## config.mk

```make
export PLATFORM = sky130hd
export DESIGN_NAME = img_frame_sequencer
export DESIGN_NICKNAME = d
export VERILOG_FILES = /design/src/rtl/img_pkg.sv /design/src/rtl/img_cmd_fifo.sv /design/src/rtl/img_frame_sequencer.sv
export SDC_FILE = /design/constraint.sdc
export NUM_CORES = 1
export LEC_CHECK = 0
export ABC_AREA = 1
export BUFFER_PORTS_ARGS = -buffer_cell sky130_fd_sc_hd__clkbuf_2
export CORE_MARGIN = 1.5
export CORE_UTILIZATION = 59
export DETAILED_ROUTE_END_ITERATION = 12
export GPL_TIMING_DRIVEN = 0
export MAX_ROUTING_LAYER = met4
export PLACE_DENSITY = 0.78
export SYNTH_ARGS = -nofsm -noshare
export SYNTH_HDL_FRONTEND = slang
export SYNTH_SLANG_ARGS = --single-unit
```

## constraint.sdc

```tcl
create_clock -name HCLK -period 2.5 [get_ports HCLK]
set_clock_uncertainty 0.15 [all_clocks]
set_input_delay 0 -clock HCLK [delete_from_list [all_inputs] [get_ports HCLK]]
set_output_delay 0 -clock HCLK [all_outputs]
set_load 0.02 [all_outputs]
```

## src/rtl/img_pkg.sv

```systemverilog
// Shared definitions for the image frame sequencer: op and error encodings,
// FSM states and the packed command word carried through the command FIFO.
package img_pkg;

    localparam logic [1:0] OP_PASS     = 2'd0;
    localparam logic [1:0] OP_BRIGHT   = 2'd1;
    localparam logic [1:0] OP_INVERT   = 2'd2;
    localparam logic [1:0] OP_THRESH   = 2'd3;

    localparam logic [1:0] ERR_OK      = 2'd0;
    localparam logic [1:0] ERR_LINES   = 2'd1;
    localparam logic [1:0] ERR_TIMEOUT = 2'd2;
    localparam logic [1:0] ERR_ABORT   = 2'd3;

    localparam int CMD_W = 11;

    typedef enum logic [2:0] {
        ST_IDLE   = 3'd0,
        ST_LOAD   = 3'd1,
        ST_LAUNCH = 3'd2,
        ST_RUN    = 3'd3,
        ST_REPORT = 3'd4
    } state_t;

    typedef struct packed {
        logic [1:0] op;
        logic [7:0] value;
        logic       sign;
    } cmd_t;

    function automatic cmd_t pack_cmd(input logic [1:0] op,
                                      input logic [7:0] value,
                                      input logic       sign);
        cmd_t c;
        c.op    = op;
        c.value = value;
        c.sign  = sign;
        return c;
    endfunction

endpackage

```

## src/rtl/img_cmd_fifo.sv

```systemverilog
// Small synchronous command FIFO; head entry is always visible on rd_data.
// Writes when full and reads when empty are dropped.
module img_cmd_fifo
    import img_pkg::*;
#(
    parameter int DEPTH = 4
) (
    input  logic             HCLK,
    input  logic             HRESET,
    input  logic             push,
    input  logic             pop,
    input  logic [CMD_W-1:0] wr_data,
    output logic [CMD_W-1:0] rd_data,
    output logic             full,
    output logic             empty
);

    localparam int AW = (DEPTH > 1) ? $clog2(DEPTH) : 1;
    localparam int CW = AW + 1;

    logic [CMD_W-1:0] mem [DEPTH];
    logic [AW-1:0]    wr_ptr;
    logic [AW-1:0]    rd_ptr;
    logic [CW-1:0]    count;
    logic             wr_ok;
    logic             rd_ok;

    assign full    = (count == CW'(DEPTH));
    assign empty   = (count == '0);
    assign wr_ok   = push && !full;
    assign rd_ok   = pop && !empty;
    assign rd_data = mem[rd_ptr];

    // DEPTH is a power of two, so the pointers wrap by natural overflow
    always_ff @(posedge HCLK or negedge HRESET) begin
        if (!HRESET) begin
            wr_ptr <= '0;
            rd_ptr <= '0;
            count  <= '0;
        end else begin
            if (wr_ok) wr_ptr <= wr_ptr + 1'b1;
            if (rd_ok) rd_ptr <= rd_ptr + 1'b1;
            case ({wr_ok, rd_ok})
                2'b10:   count <= count + 1'b1;
                2'b01:   count <= count - 1'b1;
                default: count <= count;
            endcase
        end
    end

    always_ff @(posedge HCLK) begin
        if (wr_ok) mem[wr_ptr] <= wr_data;
    end

endmodule

```

## src/rtl/img_frame_sequencer.sv

```systemverilog
// Frame job sequencer: pops queued commands, holds the datapath config,
// pulses the reader reset, counts HSYNC lines and reports frame status.
//
// state     | meaning
// ----------+-------------------------------------------------------
// ST_IDLE   | reader held in reset, waiting for a queued command
// ST_LOAD   | config latched, line/watchdog counters cleared
// ST_LAUNCH | reader reset held low for RST_PULSE cycles
// ST_RUN    | reader running; count lines, watchdog ticking
// ST_REPORT | one-cycle frame_done with status
module img_frame_sequencer
    import img_pkg::*;
#(
    parameter int          HEIGHT     = 512,
    parameter int          RST_PULSE  = 4,
    parameter logic [23:0] TIMEOUT    = 24'd1000000,
    parameter int          FIFO_DEPTH = 4
) (
    input  logic       HCLK,
    input  logic       HRESET,
    input  logic       cmd_valid,
    output logic       cmd_ready,
    input  logic [1:0] cmd_op,
    input  logic [7:0] cmd_value,
    input  logic       cmd_sign,
    input  logic       abort,
    input  logic       rd_hsync,
    input  logic       rd_vsync,
    input  logic       rd_done,
    output logic       rd_rst_n,
    output logic [1:0] cfg_op,
    output logic [7:0] cfg_value,
    output logic       cfg_sign,
    output logic       busy,
    output logic       frame_done,
    output logic       frame_err,
    output logic [1:0] err_code,
    output logic [9:0] line_count
);

    localparam logic [23:0] WDOG_LAST  = 24'(TIMEOUT - 24'd1);
    localparam logic [9:0]  HEIGHT_L   = 10'(HEIGHT);
    localparam logic [3:0]  PULSE_LAST = 4'(RST_PULSE - 1);

    state_t           state;
    state_t           state_n;
    logic [CMD_W-1:0] fifo_wdata;
    logic [CMD_W-1:0] fifo_head;
    cmd_t             head;
    logic             fifo_full;
    logic             fifo_empty;
    logic             pop;
    logic [3:0]       pulse_cnt;
    logic [23:0]      wdog;
    logic [1:0]       code_q;
    logic [1:0]       code_n;
    logic             hs_q;
    logic             hs_edge;
    logic [9:0]       lines_next;
    logic             vsync_late;
    logic             unused_dbg;

    assign fifo_wdata = pack_cmd(cmd_op, cmd_value, cmd_sign);
    assign head       = cmd_t'(fifo_head);
    assign cmd_ready  = !fifo_full;

    img_cmd_fifo #(.DEPTH(FIFO_DEPTH)) u_fifo (
        .HCLK    (HCLK),
        .HRESET  (HRESET),
        .push    (cmd_valid),
        .pop     (pop),
        .wr_data (fifo_wdata),
        .rd_data (fifo_head),
        .full    (fifo_full),
        .empty   (fifo_empty)
    );

    // Sticky debug flag only; kept for probing, not routed to a port.
    assign unused_dbg = vsync_late;

    assign hs_edge    = rd_hsync && !hs_q;
    assign lines_next = (hs_edge && (line_count != 10'h3FF)) ? line_count + 10'd1 : line_count;

    always_comb begin
        state_n = state;
        code_n  = code_q;
        pop     = 1'b0;
        case (state)
            ST_IDLE: begin
                if (!fifo_empty) begin
                    pop     = 1'b1;
                    state_n = ST_LOAD;
                end
            end
            ST_LOAD:   state_n = ST_LAUNCH;
            ST_LAUNCH: if (pulse_cnt == 4'd0) state_n = ST_RUN;
            ST_RUN: begin
                // done uses lines_next so an HSYNC edge coincident with done counts
                if (abort) begin
                    state_n = ST_REPORT;
                    code_n  = ERR_ABORT;
                end else if (rd_done) begin
                    state_n = ST_REPORT;
                    code_n  = (lines_next == HEIGHT_L) ? ERR_OK : ERR_LINES;
                end else if (wdog == WDOG_LAST) begin
                    state_n = ST_REPORT;
                    code_n  = ERR_TIMEOUT;
                end
            end
            ST_REPORT: state_n = ST_IDLE;
            default:   state_n = ST_IDLE;
        endcase
    end

    assign busy       = (state != ST_IDLE);
    assign frame_done = (state == ST_REPORT);
    assign frame_err  = frame_done && (code_q != ERR_OK);
    assign err_code   = frame_done ? code_q : ERR_OK;

    always_ff @(posedge HCLK or negedge HRESET) begin
        if (!HRESET) begin
            state      <= ST_IDLE;
            code_q     <= ERR_OK;
            rd_rst_n   <= 1'b0;
            hs_q       <= 1'b0;
            cfg_op     <= 2'd0;
            cfg_value  <= 8'd0;
            cfg_sign   <= 1'b0;
            pulse_cnt  <= 4'd0;
            wdog       <= 24'd0;
            line_count <= 10'd0;
            vsync_late <= 1'b0;
        end else begin
            state    <= state_n;
            code_q   <= code_n;
            rd_rst_n <= (state_n == ST_RUN);
            hs_q     <= rd_hsync;
            if (pop) begin
                cfg_op    <= head.op;
                cfg_value <= head.value;
                cfg_sign  <= head.sign;
            end
            case (state)
                ST_LOAD: begin
                    pulse_cnt  <= PULSE_LAST;
                    wdog       <= 24'd0;
                    line_count <= 10'd0;
                    vsync_late <= 1'b0;
                end
                ST_LAUNCH: if (pulse_cnt != 4'd0) pulse_cnt <= pulse_cnt - 4'd1;
                ST_RUN: begin
                    line_count <= lines_next;
                    wdog       <= wdog + 24'd1;
                    if (rd_vsync && (line_count != 10'd0)) vsync_late <= 1'b1;
                end
                default: ;
            endcase
        end
    end

endmodule

```

== Word level (Yosys, flattened, before mapping) ==
Memories as Yosys holds them, arrays and structs flattened. A register that Yosys moved wholly into a read port is not among the register bits.
Cells that the tools add are included.
Word-level totals
  RAM bits: 44
  output and inout port bits: 28
  flip-flop bits (word level): 52
  memories: 1
Operators by class
  reductions and logical operators: 21
  muxes and demuxes: 21
  eq/ne operators: 12
  add/sub/neg operators: 7
Memories
  u_fifo.mem: words 4, width 11, read ports 1, clocked after memory_dff 1, wr ports 1, RTL line img_cmd_fifo.sv:21  | logic [CMD_W-1:0] mem [DEPTH];
Operators by type and width (count)
  $pmux W24 S2: 1
  $add A24 B1 Y24 const B: 1
  $eq A24 B20 Y1 const B: 1
  $pmux W10 S2: 1
  $mux W3: 5
  $pmux W3 S4: 1
  $add A10 B1 Y10 const B: 1
  $eq A10 B10 Y1 const B: 1
  $mux W10: 1
  $ne A10 B10 Y1 const B: 1
  $eq A3 B2 Y1 const B: 3
  $mux W2: 4
  $pmux W4 S2: 1
  $reduce_bool A2 Y1: 4
  $eq A3 B3 Y1 const B: 2
  $logic_not A3 Y1: 2
  $pmux W3 S2: 1
  $reduce_bool A3 Y1: 2
  $logic_and A1 B1 Y1: 5
  $mux W1: 5
  $add A2 B1 Y2 const B: 2
  $logic_not A1 Y1: 4
  $logic_not A4 Y1: 1
  $mux W4: 1
  other kinds (9): 10

== Longest topological paths before layout ==
Gate-level depths: netlist (run 1).
  depth in word-level cells: 8
  depth in mapped cells: 13
  mapped depth without buffers: 13

== Modules after synthesis ==
A second synthesis (run 1) with hierarchy kept.
Second synthesis, totals
  cells, all modules: 588
  area total of the unflattened synthesis: 5312.6 sq um
Modules (own cells, without submodules)
  img_frame_sequencer: cells an instance 399, instances 1, area each 3103.0 sq um
  img_cmd_fifo: cells an instance 189, instances 1, area each 2209.6 sq um

== Worst setup path before layout (run 1) ==
No wires, ideal clock.
  path type: reg2reg
  start: register state[0]
  end: register u_fifo.count[2]
  required time: 2219 ps
  period minus slack after synthesis: 2408 ps
  arrival time: 2127 ps
  setup slack: 92 ps
  stages on the path, launching flop included: 11
  cell sequence: dfrtp_1 nor3_1 inv_1 a31oi_2 buf_2 ha_1 inv_1 fa_1 a21oi_1 o21ai_0 xor2_1
On the way
  cells in the longest elaborated chain, start to end: 5
  elaborated cells between the ends (all ways): 7
  those cells by class: 2 x eq/ne; 2 x mux; 3 x reduce/logical
RTL lines
  start: declaration: RTL line img_frame_sequencer.sv:45  | state_t state;
  start signal: assignment: RTL line img_frame_sequencer.sv:134  | state <= state_n;
  $logic_not A3 Y1 *: RTL line img_frame_sequencer.sv:88  | case (state)
  $mux W1 *: RTL line img_frame_sequencer.sv:88
  via pop: RTL line img_frame_sequencer.sv:52  | logic pop;
  $logic_and A1 B1 Y1 *: RTL line img_cmd_fifo.sv:31  | assign rd_ok = pop && !empty;
  $eq A2 B1 Y1 or $eq A2 B2 Y1 (tied branches): RTL line img_cmd_fifo.sv:43  | case ({wr_ok, rd_ok})
  $pmux W3 S2 or $reduce_bool A2 Y1 (tied branches)
  end signal: assignment: RTL line img_cmd_fifo.sv:44  | 2'b10: count <= count + 1'b1;
  end signal: assignment: RTL line img_cmd_fifo.sv:45  | 2'b01: count <= count - 1'b1;
  end signal: assignment: RTL line img_cmd_fifo.sv:46  | default: count <= count;
  end: declaration: RTL line img_cmd_fifo.sv:24  | logic [CW-1:0] count;
Mark *: on every way through the listed nets, which the timed path passes. The rest lies on a longest branch.
A chain may end at the register's enable or synchronous reset.

== Worst setup path after layout (run 1) ==
  start: register state[1]
  end: register u_fifo.count[2]
Same word-level chain as after synthesis.

==> results of run 1 <==
-- worst max-delay path by stage --
stage                     startpoint              end  slack [ns]  depth (start not counted)
after floorplan             state[0]  u_fifo.count[2]        0.09                         10
after global placement      state[0]  u_fifo.count[2]       -0.11                         10
after detailed placement    state[0]  u_fifo.count[2]       -0.17                         10
after CTS                   state[1]  u_fifo.count[2]        0.03                         10
after global routing        state[1]  u_fifo.count[2]        0.04                         10
final                       state[1]  u_fifo.count[2]        0.20                         10
-- logic make-up after synthesis --
family | after synthesis | synth area share
XOR/XNOR | 7 | 0.0122
AO/OA/AOI/OAI | 99 | 0.114
flip-flops | 107 | 0.576
adder cells (fa/ha/maj) | 9 | 0.0239
AND/OR/NAND/NOR | 242 | 0.211
buffers and inverters | 80 | 0.0625
-- state kept, by name, indices dropped and copies added, names as in the netlist --
register / flops
u_fifo.wr_ptr: 2
u_fifo.rd_ptr: 2
wdog: 24
u_fifo.mem: 44
hs_q: 1
rd_rst_n: 1
code_q: 2
cfg_value: 8
u_fifo.count: 3
cfg_sign: 1
line_count: 10
state: 3
pulse_cnt: 4
cfg_op: 2
-- worst register-to-register path, cell delays in order, from the launching register on --
cell and delay [ns]:
dfrtp_1 0.41, nor3_1 0.18, inv_1 0.11, a31oi_4 0.22
buf_6 0.13, ha_1 0.13, inv_1 0.07, fa_1 0.38
a21oi_1 0.14, o21ai_0 0.11, xor2_1 0.15
-- cells in the final DEF (no fill, tap or decap), drive strengths merged, types with 8 or more instances in the layout --
cell         count
a21oi           19
a31oi           15
buf              8
clkbuf          62
dfrtp           63
dlygate4sd3     16
edfxtp          44
ha               8
inv             69
nand2           86
nand3           22
nand4           10
nor2           106
nor3            12
o21ai           41
o22ai           14
-- cells in the mapped netlist (6+ instances only) --
| cell | instances |
|---|---|
| o21ai_0 | 38 |
| a21oi_1 | 18 |
| dfrtp_1 | 63 |
| nor3_1 | 11 |
| nor2_1 | 98 |
| ha_1 | 8 |
| clkbuf_1 | 8 |
| edfxtp_1 | 44 |
| nand3_1 | 19 |
| nor2_2 | 6 |
| a22oi_1 | 6 |
| xor2_1 | 6 |
| nand2_1 | 83 |
| a31oi_1 | 14 |
| inv_1 | 64 |
| o22ai_1 | 14 |
| nand4_1 | 10 |
-- cell type report --
class | instances | area share
Sequential cell | 107 | 0.504
Multi-Input combinational cell | 357 | 0.318
Timing Repair Buffer | 62 | 0.0692
Inverter | 66 | 0.0431
Tap cell | 105 | 0.0229
Clock buffer | 10 | 0.0222
Buffer | 14 | 0.0126
Clock inverter | 6 | 0.00849
-- per-layer routing --
layer / GRT usage / vias up / wire [um]
met1: 0.307 / 1849 / 4510
met4: 0.0771 / 0 / 148
met5: - / - / 0
li1: - / 1977 / -
met2: 0.467 / 125 / 5620
met3: 0.0550 / 16 / 566
-- report_power, final --
part,total [mW],internal (mW),switching [mW]
sequential,2.48,2.25,0.228
combinational,2.20,0.719,1.48
clock,0.990,0.376,0.613
-- what timing repair did --
action | 4_1_cts | 5_1_grt
setup endpoints to repair | 1 | 1
setup buffers | 0 | 2
pin swaps | 0 | 0
hold buffers | 16 | 0
resized for setup | 3 | 0
endpoints found under the hold margin | 117 | 0
==> out/qor.yml, run 1 <==
die:
  ioPinCount: 46
  dieArea_sq_um: 9090
  die_y_um: 95.3
  die_w_um: 95.3
  initial_utilization: 0.612
  rows: 33
  core_sq_um: 8220
critical_path:
  r2r-end: "u_fifo.count[2]"
  critPathBufInv: 3
  worst_r2r_startpoint: "state[1]"
  cp_max_fo: 4
  ff2ff_setup_slack_ns: 0.20
  critical-path-slowest-cell: "dfrtp_1"
  max_stage_delay_ns: 0.41
  crit_family: "adder cells"
  worst-r2r-cell-count: 10
  cpMostUsedCell: "inv_1"
  path_cells: "nor3_1 > inv_1 > a31oi_4 > buf_6 > ha_1 > inv_1 > fa_1 > a21oi_1 > o21ai_0 > xor2_1"
  required_ns: 2.60
  crit_path_end_kind: "flop"
  start_kind: "flop"
  crit_type: "flop to flop"
  worstPathArrival_ns: 2.40
synthesis:
  syn-num-nets: 571
  yosysTopAreaCellShare: 0.314
  ys_dominant_reg_cell: "dfrtp_1"
  ys_ff_latch: 107
  yosys_warnings: 0
  synthTopCellsByArea: "dfrtp_1 31%, edfxtp_1 26%, nor2_1 7.3%"
  async_reset_ff_frac: 0.589
  synth_edf_count: 44
  synth_top_area_cell: "dfrtp_1"
  seq_area_frac_synth: 0.576
  avgSynthCellArea_sq_um: 9.24
  netlist_instances: 544
  syn_area_sq_um: 5030
  synth_cell_types: 37
clock_tree:
  cts_tree: "done"
  clock-sinks: 107
  clockRootBuffer: "clkbuf_8"
  clk_pin_slew_ns: 0.10
  h-tree-depth: 3
  cts_buffer_depth: 2
  cts-buffers-inserted: 9
  insertion_delay_ns: 0.37
layout:
  nets: 644
  finalInstanceArea_sq_um: 5750
  layout.cells.non_filler: 727
  multi_input_comb_area_sq_um: 1830
  layout-drive-gt1-share: 0.140
  ff_latch_area_sq_um: 2900
  utilization: 0.700
  n_fill_cell: 635
  syn2layout_area_growth_pct: 14.3
  num_antenna_cells: 0
timing:
  rsz0062_at_grt: "no"
  tightest_slew_ns: 1.13
  layout_setup_ws_ns: 0.199
  slew_violations: 0
  fin_crit_sh: 0.920
  fmax_ghz: 0.435
  finalHoldWorstSlack_ns: 0.144
  setup-tns-final_ns: 0
  fin_crit_ns: 2.30
  hold_viol_final: 0
  slew-limit-headroom: 0.242
  setup_viol: 0
global_route:
  grt_pass1_vias: 3828
  grt_pass1_wl_um: 17600
  globalRouteOverflowTotal: 0
  antenna_found_initial: 0
  grt_max_degree: 64
  grt_use_total: 0.266
min_path:
  hold_class: "input pin to asynchronous set/reset pin"
pwr:
  p_leak_nw: 2.43
  ir_drop_uv: 634
  power_mw: 5.67
  power.density_nw_per_um2: 987
routing:
  ant_nets: 0
  drc: 0
  wl_per_cell_um: 14.9
  avgViaCountPerCell: 5.46
  drtPass1Iterations: 5
  dr_total_vias: 3967
  initialDrtViolationCount: 287
  wirelength_um: 10900
place:
  gp_congestion: 0.925
  hpwl_um: 7350
  place_area_sq_um: 5380
  pre_cts_slack_ns: -0.170
  dp.cells: 693
  portBuffers: 44
job:
  drv_cap: 0
status:
  status: "finished, final reports clean"
Power figures use the tool's default switching activity.
==> run 2: changes to the inputs <==
--- a/config.mk
+++ b/config.mk
@@ -12,7 +12,7 @@
 export DETAILED_ROUTE_END_ITERATION = 12
 export GPL_TIMING_DRIVEN = 0
 export MAX_ROUTING_LAYER = met4
-export PLACE_DENSITY = 0.78
+export PLACE_DENSITY = 0.79
 export SYNTH_ARGS = -nofsm -noshare
 export SYNTH_HDL_FRONTEND = slang
 export SYNTH_SLANG_ARGS = --single-unit
==> run 2 against run 1 <==
Clock-buffer cell count stayed put. Utilization up 0.34 points. Maximum frequency shrank 0.94%. Sequential share of layout area is 0.24 points lower. Final cell count rose by 0.14%. Worst hold slack worse by 0.0025 ns. Die area did not move. Global-route usage shrank 0.17 points. Wire length rose by 0.66%. Critical path depth is the same. Setup slack worse by 0.022 ns. Clock power grew 4%.
==> out/qor.yml, run 2 (synthesis gave the netlist of run 1 again) <==
clock_tree:
  cts_tree: "done"
  cts-buffers-inserted: 9
  clockRootBuffer: "clkbuf_8"
  clock-sinks: 107
  insertion_delay_ns: 0.37
  h-tree-depth: 3
  clk_pin_slew_ns: 0.10
  cts_buffer_depth: 2
critical_path:
  crit_type: "flop to flop"
  cp_max_fo: 4
  required_ns: 2.60
  worstPathArrival_ns: 2.42
  crit_path_end_kind: "flop"
  start_kind: "flop"
layout:
  ff_latch_area_sq_um: 2900
  num_antenna_cells: 0
  layout-drive-gt1-share: 0.146
  final_cell_mix: "98 x nor2_1, 83 x nand2_1, 64 x inv_1, 63 x dfrtp_1, 44 x edfxtp_1"
  reg.largest.list: "u_fifo.mem: 44 flops, wdog: 24 flops, line_count: 10 flops"
  layout.cells.non_filler: 728
  largest-register: "u_fifo.mem"
  layout_commonest_cell: "nor2_1"
  syn2layout_area_growth_pct: 14.9
  nets: 645
  n_fill_cell: 637
  largest_reg_flops: 44
  multi_input_comb_area_sq_um: 1830
global_route:
  grt_pass1_wl_um: 17600
  globalRouteOverflowTotal: 0
  antenna_found_initial: 0
  grt_pass1_vias: 3890
  grt_max_degree: 64
  grt_use_total: 0.264
place:
  dp.cells: 693
  gp_congestion: 0.905
  hpwl_um: 7410
  portBuffers: 44
die:
  core_sq_um: 8220
  die_y_um: 95.3
  die_w_um: 95.3
  ioPinCount: 46
  initial_utilization: 0.612
  rows: 33
  dieArea_sq_um: 9090
timing:
  tightest_slew_ns: 1.11
  slew-limit-headroom: 0.256
  rsz0062_at_grt: "no"
  fin_crit_ns: 2.32
  setup-tns-final_ns: 0
  slew_violations: 0
  fin_crit_sh: 0.929
  fmax_ghz: 0.431
  setup_viol: 0
  hold_viol_final: 0
routing:
  ant_nets: 0
  drc: 0
  initialDrtViolationCount: 264
  wl_per_cell_um: 15.0
  wirelength_um: 10900
  drtPass1Iterations: 4
  avgViaCountPerCell: 5.58
  dr_total_vias: 4065
job:
  drv_cap: 0
pwr:
  p_leak_nw: 2.45
  power.density_nw_per_um2: 999
  ir_drop_uv: 607
min_path:
  hold_class: "input pin to asynchronous set/reset pin"
status:
  status: "finished, final reports clean"
-- run 2: timing repair --
action,4_1_cts,5_1_grt
endpoints found under the hold margin,117,0
setup endpoints to repair,1,1
buffers inserted,0,3
hold buffers,16,0
gates resized for setup,3,1
-- run 2: power by group --
| part | internal (mW) | switching, mW | total, mW |
|---|---|---|---|
| Sequential | 2.25 | 0.240 | 2.49 |
| Clock | 0.412 | 0.618 | 1.03 |
| Combinational | 0.739 | 1.51 | 2.25 |
| Total | 3.40 | 2.37 | 5.77 |
-- run 2: path summary, 6_finish.rpt --
check	slack, ns	cells past startpoint	start	to
min in group HCLK	0.16	2	rd_hsync	hs_q
setup / recovery	0.18	10	state[0]	u_fifo.count[2]
hold / removal	0.14	2	HRESET	line_count[6]
max in group asynchronous	1.48	2	HRESET	wdog[1]
setup reg to reg	0.18	10	state[0]	u_fifo.count[2]
hold reg to reg	0.33	1	u_fifo.count[0]	u_fifo.count[0]
-- run 2: through the flow --
step	power [mW]	instance area, sq um	util	hold WS (ns)	setup slack, ns
after detailed placement	4.65	5380	0.655	-0.00819	-0.178
after global routing	6.13	5780	0.703	0.159	0.0442
after floorplan	3.94	5030	-	-0.446	0.0922
after global placement	4.52	5380	0.655	-0.0120	-0.132
after CTS	5.72	5750	0.700	0.150	0.0338
final	5.77	5780	0.703	0.141	0.177
-- run 2: worst max-delay path: stages (launching register included) --
cell and delay, ns:
dfrtp_1 0.41, nor3_2 0.20, inv_1 0.10, a31oi_4 0.22
buf_6 0.13, ha_1 0.13, inv_1 0.07, fa_1 0.38
a21oi_1 0.15, o21ai_0 0.11, xor2_1 0.15
-- run 2: per-layer routing --
layer | track usage | part of all wire
met1 | 0.305 | 0.42
met5 | - | 0
met4 | 0.0958 | 0.013
met2 | 0.459 | 0.52
met3 | 0.0486 | 0.054
-- run 2: layout make-up --
| cell class | instances | area share |
|---|---|---|
| clock inverter | 6 | 0.00931 |
| inverter | 66 | 0.0429 |
| buffer | 14 | 0.0126 |
| sequential | 107 | 0.502 |
| multi-input combinational | 357 | 0.317 |
| tap | 105 | 0.0227 |
| clock buffer | 10 | 0.0238 |
| timing repair buffer | 63 | 0.0702 |
==> run 3: changes to the inputs <==
--- a/config.mk
+++ b/config.mk
@@ -7,6 +7,7 @@
 export LEC_CHECK = 0
 export ABC_AREA = 1
 export BUFFER_PORTS_ARGS = -buffer_cell sky130_fd_sc_hd__clkbuf_2
+export CORE_ASPECT_RATIO = 1.5
 export CORE_MARGIN = 1.5
 export CORE_UTILIZATION = 59
 export DETAILED_ROUTE_END_ITERATION = 12
==> run 3 against run 2 <==
Critical path depth did not move. Utilization rose by 0.096 points. Highest routed layer unchanged. Sequential power barely moved. Die area rose by 0.13%. Design area rose by 1.9%. Wire length rose by 2.3%. Power rose by 6.4%.
==> out/qor.yml, run 3 (synthesis gave the netlist of run 1 again) <==
status:
  status: "finished, final reports clean"
pwr:
  p_leak_nw: 2.50
  power_mw: 6.14
  power.density_nw_per_um2: 1040
  ir_drop_uv: 750
layout:
  largest-register: "u_fifo.mem"
  num_antenna_cells: 0
  layout-drive-gt1-share: 0.146
  final_cell_mix: "98 x nor2_1, 83 x nand2_1, 64 x inv_1, 63 x dfrtp_1, 44 x edfxtp_1"
  nets: 646
  syn2layout_area_growth_pct: 17.1
  reg.largest.list: "u_fifo.mem: 44 flops, wdog: 24 flops, line_count: 10 flops"
  largest_reg_flops: 44
  layout_commonest_cell: "nor2_1"
clock_tree:
  clock-sinks: 107
  clockRootBuffer: "clkbuf_16"
  insertion_delay_ns: 0.35
  h-tree-depth: 3
  cts_buffer_depth: 2
  cts-buffers-inserted: 9
  clk_pin_slew_ns: 0.08
  cts_tree: "done"
timing:
  slew_violations: 0
  hold_viol_final: 0
  setup-tns-final_ns: 0
  tightest_slew_ns: 1.15
  rsz0062_at_grt: "no"
  fin_crit_sh: 0.911
  setup_viol: 0
  fmax_ghz: 0.439
  fin_crit_ns: 2.28
  slew-limit-headroom: 0.233
routing:
  avgViaCountPerCell: 5.62
  dr_total_vias: 4107
  wl_per_cell_um: 15.3
  ant_nets: 0
  wirelength_um: 11200
  drtPass1Iterations: 5
  initialDrtViolationCount: 354
  drc: 0
critical_path:
  worstPathArrival_ns: 2.35
  start_kind: "flop"
  crit_path_end_kind: "flop"
  crit_type: "flop to flop"
  cp_max_fo: 4
  required_ns: 2.58
die:
  rows: 41
  die_w_um: 78.4
  core_sq_um: 8360
  initial_utilization: 0.601
  ioPinCount: 46
  die_y_um: 116
  dieArea_sq_um: 9100
global_route:
  grt_pass1_wl_um: 18000
  grt_use_total: 0.267
  globalRouteOverflowTotal: 0
  grt_max_degree: 64
  grt_pass1_vias: 3999
  antenna_found_initial: 0
place:
  gp_congestion: 0.927
  hpwl_um: 7470
  portBuffers: 44
min_path:
  hold_class: "input pin to asynchronous set/reset pin"
job:
  drv_cap: 0
==> run 3: cell types whose count changed in the layout (fill, tap and decap cells not counted), sizes merged <==
cell / previous run / this run
inv: 70 / 72
buf: 9 / 10
clkinv: 2 / 1
clkbuf: 62 / 61
==> run 3: worst max-delay path, stage by stage (launching register included) <==
cell and delay, ns:
dfrtp_1 0.40, nor3_1 0.19, inv_1 0.11, a31oi_4 0.21
buf_6 0.13, ha_1 0.13, inv_1 0.06, fa_1 0.37
a21oi_1 0.14, o21ai_0 0.11, xor2_1 0.15
==> run 3: metrics by stage <==
step | utilization | area (sq um) | cells | setup WS (ns) | hold WS, ns
finish | 0.704 | 5890 | 731 | 0.222 | 0.169
global route | 0.704 | 5890 | 731 | 0.00336 | 0.196
CTS | 0.700 | 5850 | 727 | 0.0281 | 0.168
detailed placement | 0.644 | 5390 | 695 | -0.124 | -0.00329
global placement | 0.644 | 5380 | 695 | -0.150 | -0.0118
floorplan | - | 5030 | 544 | 0.0922 | -0.446
==> run 3: cell type report <==
cell class	count	area [sq um]
buffer	14	72.6
clock buffer	9	225
clock inverter	7	71.3
fill	619	2470
inverter	66	248
multi-input combinational	357	1830
sequential	107	2900
tap	107	134
timing repair buffer	64	413
==> run 3: per-layer routing <==
layer,vias up,routed length [um],global-route usage
met1,1944,4290,0.285
met4,0,332,0.148
met3,34,566,0.0465
met2,156,5980,0.468
li1,1973,-,-
met5,-,0,-
==> run 3: power breakdown <==
part	leakage (nW)	total [mW]	internal, mW	switching [mW]
registers	1.21	2.47	2.26	0.216
clock network	0.148	1.41	0.714	0.701
logic	1.15	2.25	0.738	1.52
total	2.50	6.14	3.71	2.43
==> run 3: final timing paths <==
check	cells past startpoint	slack [ns]	end	start
max	10	0.22	u_fifo.count[2]	state[0]
min	2	0.17	wdog[17]	HRESET
max reg2reg	10	0.22	u_fifo.count[2]	state[0]
min reg2reg	1	0.32	u_fifo.count[0]	u_fifo.count[0]
max in group asynchronous	2	1.45	u_fifo.wr_ptr[0]	HRESET
min in group HCLK	2	0.18	hs_q	rd_hsync
==> run 3: timing repair <==
item / in CTS / in global routing
hold endpoints to repair: 116 / 0
buffers inserted: 0 / 4
setup endpoints to repair: 1 / 1
hold buffers: 16 / 0
gates resized for setup: 2 / 1
pin swaps: 0 / 0
gates cloned: 0 / 0
